### config.mk
export PLATFORM = sky130hd
export DESIGN_NAME = dac_stream_scaler
export DESIGN_NICKNAME = d
export VERILOG_FILES = /design/src/rtl/dac_stream_scaler.sv
export SDC_FILE = /design/constraint.sdc
export NUM_CORES = 2
export LEC_CHECK = 0
export CAP_MARGIN = 20
export CELL_PAD_IN_SITES_DETAIL_PLACEMENT = 0
export CELL_PAD_IN_SITES_GLOBAL_PLACEMENT = 2
export CORE_UTILIZATION = 42
export CTS_CLUSTER_DIAMETER = 30
export CTS_CLUSTER_SIZE = 10
export DETAILED_ROUTE_END_ITERATION = 10
export PLACE_DENSITY_LB_ADDON = 0.12
export SKIP_LAST_GASP = 1
export SYNTH_ARGS = -nofsm -noshare
export SYNTH_HDL_FRONTEND = slang
export SYNTH_SLANG_ARGS = --single-unit
### constraint.sdc
create_clock -name axis_CLK -period 7.96 [get_ports axis_CLK]
set_clock_uncertainty 0.05 [all_clocks]
set_input_delay 1.592 -clock axis_CLK [delete_from_list [all_inputs] [get_ports axis_CLK]]
set_output_delay 1.592 -clock axis_CLK [all_outputs]
set_load 0.05 [all_outputs]
### src/rtl/dac_stream_scaler.sv
// Signed gain/offset scaler for multi-lane DAC beats with round-half-up and saturation.
// Includes a 2-entry input skid buffer and a sticky count of clamped samples.
module dac_stream_scaler #(
    parameter int AXIS_DATA_WIDTH = 32,
    parameter int DAC_DATA_WIDTH  = 16,
    parameter int GAIN_WIDTH      = 18,
    parameter int GAIN_FRAC       = 16,
    parameter int SAT_COUNT_WIDTH = 16
) (
    input  logic                       axis_CLK,
    input  logic                       axis_RESET,
    input  logic [AXIS_DATA_WIDTH-1:0] s_axis_TDATA,
    input  logic                       s_axis_TVALID,
    output logic                       s_axis_TREADY,
    output logic [AXIS_DATA_WIDTH-1:0] m_axis_TDATA,
    output logic                       m_axis_TVALID,
    input  logic                       m_axis_TREADY,
    input  logic                       coefStrobe,
    input  logic [GAIN_WIDTH-1:0]      gainIn,
    input  logic [DAC_DATA_WIDTH-1:0]  offsetIn,
    input  logic                       satCountClear,
    output logic [SAT_COUNT_WIDTH-1:0] satCount
);
    localparam int SAMPLES = AXIS_DATA_WIDTH / DAC_DATA_WIDTH;
    localparam int PW      = DAC_DATA_WIDTH + GAIN_WIDTH;
    localparam int TW      = PW + 2;
    localparam int IW      = $clog2(SAMPLES + 1);
    localparam logic signed [GAIN_WIDTH-1:0] GAIN_ONE   = GAIN_WIDTH'(1) << GAIN_FRAC;
    localparam logic signed [TW-1:0]         ROUND_HALF = TW'(1) << (GAIN_FRAC - 1);
    localparam logic signed [TW-1:0]         SAMPLE_MAX = TW'((1 << (DAC_DATA_WIDTH - 1)) - 1);
    localparam logic signed [TW-1:0]         SAMPLE_MIN = ~SAMPLE_MAX;

    logic signed [GAIN_WIDTH-1:0]     gain_q;
    logic signed [DAC_DATA_WIDTH-1:0] offset_q;
    logic [AXIS_DATA_WIDTH-1:0]       skid_q [2];
    logic                             wr_ptr_q, rd_ptr_q, ready_q;
    logic [1:0]                       count_q, count_d;
    logic                             push_s, pop_s;
    logic                             en1_s, en2r_s, en2t_s, en3_s;
    logic                             v1_q, v2r_q, v2t_q, v3_q;
    logic signed [PW-1:0]             prod_s [SAMPLES];
    logic signed [PW-1:0]             p1_q   [SAMPLES];
    logic signed [TW-1:0]             round_s [SAMPLES];
    logic signed [TW-1:0]             r2_q    [SAMPLES];
    logic signed [TW-1:0]             sum_s   [SAMPLES];
    logic signed [TW-1:0]             t3_q    [SAMPLES];
    logic signed [DAC_DATA_WIDTH-1:0] off1_q, off2_q;
    logic [AXIS_DATA_WIDTH-1:0]       clamp_s, out_q;
    logic [IW-1:0]                    sat_inc_s;
    logic [SAT_COUNT_WIDTH-1:0]       sat_q, sat_d, sat_base_s;
    logic [SAT_COUNT_WIDTH:0]         sat_sum_s;

    // Stage enables: a stage advances when its successor is empty or advancing.
    assign en3_s  = !v3_q || m_axis_TREADY;
    assign en2t_s = !v2t_q || en3_s;
    assign en2r_s = !v2r_q || en2t_s;
    assign en1_s  = !v1_q || en2r_s;
    assign push_s = s_axis_TVALID && ready_q;
    assign pop_s  = (count_q != 2'd0) && en1_s;

    // Active coefficient pair.
    always_ff @(posedge axis_CLK) begin
        if (axis_RESET) begin
            gain_q   <= GAIN_ONE;
            offset_q <= '0;
        end else if (coefStrobe) begin
            gain_q   <= gainIn;
            offset_q <= offsetIn;
        end
    end

    // Skid occupancy after this cycle's push/pop.
    always_comb begin
        count_d = count_q;
        case ({push_s, pop_s})
            2'b10:   count_d = count_q + 2'd1;
            2'b01:   count_d = count_q - 2'd1;
            default: count_d = count_q;
        endcase
    end

    // Skid pointers, occupancy and registered upstream ready.
    always_ff @(posedge axis_CLK) begin
        if (axis_RESET) begin
            wr_ptr_q <= 1'b0;
            rd_ptr_q <= 1'b0;
            count_q  <= 2'd0;
            ready_q  <= 1'b0;
        end else begin
            if (push_s) wr_ptr_q <= ~wr_ptr_q;
            if (pop_s)  rd_ptr_q <= ~rd_ptr_q;
            count_q <= count_d;
            ready_q <= (count_d != 2'd2);
        end
    end

    // Skid storage.
    always_ff @(posedge axis_CLK) begin
        if (push_s) skid_q[wr_ptr_q] <= s_axis_TDATA;
    end

    // Datapath arithmetic; widths are wide enough that nothing wraps before the clamp.
    always_comb begin
        for (int k = 0; k < SAMPLES; k++) begin
            prod_s[k]  = PW'($signed(skid_q[rd_ptr_q][k*DAC_DATA_WIDTH +: DAC_DATA_WIDTH])) * PW'(gain_q);
            round_s[k] = (TW'(p1_q[k]) + ROUND_HALF) >>> GAIN_FRAC;
            sum_s[k]   = r2_q[k] + TW'(off2_q);
        end
    end

    // Clamp each lane and count how many were clamped.
    always_comb begin
        clamp_s   = '0;
        sat_inc_s = '0;
        for (int k = 0; k < SAMPLES; k++) begin
            if (t3_q[k] > SAMPLE_MAX) begin
                clamp_s[k*DAC_DATA_WIDTH +: DAC_DATA_WIDTH] = SAMPLE_MAX[DAC_DATA_WIDTH-1:0];
                sat_inc_s = sat_inc_s + IW'(1);
            end else if (t3_q[k] < SAMPLE_MIN) begin
                clamp_s[k*DAC_DATA_WIDTH +: DAC_DATA_WIDTH] = SAMPLE_MIN[DAC_DATA_WIDTH-1:0];
                sat_inc_s = sat_inc_s + IW'(1);
            end else begin
                clamp_s[k*DAC_DATA_WIDTH +: DAC_DATA_WIDTH] = t3_q[k][DAC_DATA_WIDTH-1:0];
            end
        end
    end

    // Pipeline valid bits.
    always_ff @(posedge axis_CLK) begin
        if (axis_RESET) begin
            v1_q  <= 1'b0;
            v2r_q <= 1'b0;
            v2t_q <= 1'b0;
            v3_q  <= 1'b0;
        end else begin
            if (en1_s)  v1_q  <= pop_s;
            if (en2r_s) v2r_q <= v1_q;
            if (en2t_s) v2t_q <= v2r_q;
            if (en3_s)  v3_q  <= v2t_q;
        end
    end

    // Offset travels with each beat so a later strobe cannot touch beats already past S1.
    always_ff @(posedge axis_CLK) begin
        if (en1_s) begin
            p1_q   <= prod_s;
            off1_q <= offset_q;
        end
        if (en2r_s) begin
            r2_q   <= round_s;
            off2_q <= off1_q;
        end
        if (en2t_s) t3_q <= sum_s;
    end

    // Output register.
    always_ff @(posedge axis_CLK) begin
        if (axis_RESET)  out_q <= '0;
        else if (en3_s)  out_q <= clamp_s;
    end

    // Saturation counter: clear takes effect before a coincident increment; sticks at all-ones.
    always_comb begin
        sat_base_s = satCountClear ? '0 : sat_q;
        sat_sum_s  = {1'b0, sat_base_s} + (SAT_COUNT_WIDTH + 1)'(sat_inc_s);
        sat_d      = sat_base_s;
        if (en3_s && v2t_q) begin
            if (sat_sum_s[SAT_COUNT_WIDTH]) sat_d = '1;
            else                            sat_d = sat_sum_s[SAT_COUNT_WIDTH-1:0];
        end else begin
            sat_d = sat_base_s;
        end
    end

    // Saturation counter register.
    always_ff @(posedge axis_CLK) begin
        if (axis_RESET) sat_q <= '0;
        else            sat_q <= sat_d;
    end

    assign s_axis_TREADY = ready_q;
    assign m_axis_TVALID = v3_q;
    assign m_axis_TDATA  = out_q;
    assign satCount      = sat_q;
endmodule

==> results.py <==
metrics = {
    "run_status": {
        "outcome": "finished, violations left",
        "violations": "design-rule violations",
    },
    "yosys": {
        "synth_most_common_cell": "inv_1",
        "synth_commonest_cells": "inv_1 (687), fa_1 (581), nand2_1 (310)",
        "ys_seq_elements": 304,
        "yosysTopAreaCell": "fa_1",
        "async_flop_share_pct": 0,
        "ys_seq_area_share_pct": 24.5,
        "syn_area_per_cell_um2": 10.2,
        "synth.area.top_cells": "fa_1 (35%), edfxtp_1 (19%), ha_1 (7.9%), inv_1 (7.7%), dfxtp_1 (5.5%)",
        "syn_area_mm2": 0.0335,
        "synthFlopType": "edfxtp_1",
        "netlist_instances": 3264,
        "synth_fp_nets": 4127,
        "yosysTopAreaCellShare_pct": 34.8,
        "yosysWarnings": 0,
        "yosysUniqueCellTypes": 63,
        "synth-edff-count": 212,
    },
    "global_route": {
        "gr-total-overflow": 0,
        "grt_usage_pct": 21.8,
        "grt_pass1_wl_um": 137000,
        "grt_max_degree": 68,
        "antenna_found_initial": 0,
        "first_global_vias": 25000,
    },
    "route": {
        "wirelength_um": 84100,
        "routed_via_density": 4.94,
        "final_antenna_net_count": 0,
        "drt_iter0_markers": 968,
        "num_vias": 22300,
        "wire_per_inst_um": 18.7,
        "firstDrtPassIters": 8,
        "drcViolationCount": 1,
    },
    "critical_path": {
        "cp_data_arrival_time_ns": 7.72,
        "crit_type": "flip-flop to flip-flop",
        "cp_slowest_cell": "fa_1",
        "crit_path_start_kind": "flip-flop",
        "worstPathRequired_ns": 8.25,
        "crit_path_end_kind": "flip-flop",
        "crit_family": "adder cells",
        "crit_top_cell": "fa_1",
        "critPathBufInv": 4,
        "cp_cell_sequence": "mux2_2 > and2_1 > fa_1 > inv_1 > fa_1 > inv_1 > fa_1 > fa_1 > fa_1 > inv_1 > fa_1 > inv_1 > ha_1 > a21oi_1 > and2_0 > a221oi_1 > nand2_1 > o311ai_1 > a31oi_1 > xnor2_1",
        "critPathMaxFanout": 25,
        "critPathMaxStageDelay_ns": 0.61,
    },
    "timing": {
        "max_slew_margin_pct": 33.8,
        "rsz0062_at_grt": "false",
        "hold_slack_ns": 0.356,
        "setup-violations-final": 0,
        "setup_tns_ns": 0,
        "hold_viol_final": 0,
        "fmax_mhz": 134,
        "period_needed_ns": 7.44,
        "period_share_pct": 93.4,
        "worstMarginPinSlew_ns": 0.989,
        "maxSlewViolCount": 0,
    },
    "die": {
        "ios": 122,
        "rows": 103,
        "core_mm2": 0.0789,
        "die_w_um": 284,
        "dieArea_mm2": 0.0808,
        "initial_core_util_pct": 42.4,
        "die_y_um": 284,
    },
    "clocking": {
        "clock-sinks": 304,
        "clk_path_buf_depth": 3,
        "clock_latency_ns": 0.62,
        "clk_pin_slew_ns": 0.05,
        "cts-root-buf": "clkbuf_16",
        "ctsHtreeMaxLevel": 3,
        "cts_buffers": 70,
        "cts_hold_buffers": 0,
        "cts_tree": "done",
    },
    "finish": {
        "nFillCells": 7334,
        "fin_nets": 4258,
        "drive_gt1_share_pct": 6.52,
        "diodes": 0,
        "multi_input_area_mm2": 0.0222,
        "syn2layout_area_growth_pct": 15.0,
        "seq_area_mm2": 0.00822,
    },
    "placement": {
        "dp_hpwl_um": 65700,
        "gp_congestion": 0.885,
        "port_buffers": 121,
    },
    "hold_path": {
        "min_path_type": "flip-flop to flip-flop",
    },
    "flow_run": {
        "drv_cap": 0,
    },
}
[what timing repair did]
action / CTS / global route
setup endpoints to repair: 0 / 3
resized for setup: 0 / 1
buffers inserted: 0 / 0
[placed cells by master (no fill, tap or decap), drive strengths merged, types with 8 or more instances in the layout]
master / n
a21oi: 101
nand2b: 36
xor2: 34
or3: 8
dfxtp: 92
or2: 12
clkinv: 27
and2: 137
nor2b: 155
mux2: 21
clkdlybuf4s50: 119
inv: 691
nand3: 38
nor3: 38
ha: 210
nand4: 18
clkinvlp: 9
nor2: 151
clkbuf: 78
nand2: 310
and3: 15
xnor2: 95
bufinv: 11
mux2i: 46
edfxtp: 212
fa: 581
o21ai: 43
o21a: 20
buf: 54
a21o: 22
[state kept, by name, indices dropped and copies added (netlist names), 2 cells and up, named ones only]
signal and flops:
m_axis_TDATA 32, t3_q 40, skid_q 64, satCount 16, count_q 2, r2_q 38, offset_q 16, off2_q 16
p1_q 38, off1_q 16, gain_q 18
[final timing paths]
| check | startpoint | to | slack (ns) | depth (start not counted) |
|---|---|---|---|---|
| setup reg to reg | flip-flop | p1_q[33] | 0.52 | 20 |
| hold reg to reg | off1_q[14] | off2_q[14] | 0.36 | 0 |
| setup / recovery | flip-flop | p1_q[33] | 0.52 | 20 |
| hold / removal | off1_q[14] | off2_q[14] | 0.36 | 0 |
[worst register-to-register path, cell delays in order, from the launching register on]
cell and delay, ns:
dfxtp_4 0.57, mux2_2 0.56, and2_1 0.26, fa_1 0.61
inv_1 0.17, fa_1 0.56, inv_1 0.05, fa_1 0.51
fa_1 0.44, fa_1 0.54, inv_1 0.06, fa_1 0.55
inv_1 0.05, ha_1 0.32, a21oi_1 0.07, and2_0 0.17
a221oi_1 0.53, nand2_1 0.30, o311ai_1 0.49, a31oi_1 0.16
xnor2_1 0.14
[layer usage]
metal  vias to the layer above  GRT usage, %  share of wire, %
li1                      10300             -                 -
met1                     11400          28.3                44
met2                       395          38.1                49
met3                       158          2.64               3.3
met4                         0          6.49               2.9
met5                         -             0                 0
[logic make-up (layout without fill, tap and decap cells)]
logic type	after synthesis	after routing	share of synthesized area (%)
and+or+nand+nor	933	933	13.8
muxes	67	67	2.08
DFF	304	304	24.5
AOI/OAI and AO/OA	239	239	4.53
adders and majority gates	791	791	42.6
xor gates and xnor gates	129	129	3.38
buffers and inverters	801	989	9.01
[per-stage QoR]
step / utilization, % / area (µm²) / cells / worst slack [ns]
floorplan: - / 33500 / 3264 / 0.812
global placement: 45.6 / 35900 / 4371 / 0.290
detailed placement: 45.6 / 35900 / 4371 / 0.317
CTS: 48.8 / 38500 / 4500 / 0.268
global route: 48.8 / 38500 / 4502 / 0.0943
finish: 48.8 / 38500 / 4502 / 0.523
[cell type report]
type / count / area share, %
repair buffers: 173 / 4.17
inverters: 687 / 6.70
well taps: 1050 / 3.41
clock inverters: 51 / 1.84
flip-flops and latches: 304 / 21.4
clock buffers: 78 / 4.71
multi-input cells: 2159 / 57.8
Power is left out: the tool's default activity adds up to more than one toggle a clock period on the data nets, which glitch-free logic cannot reach.
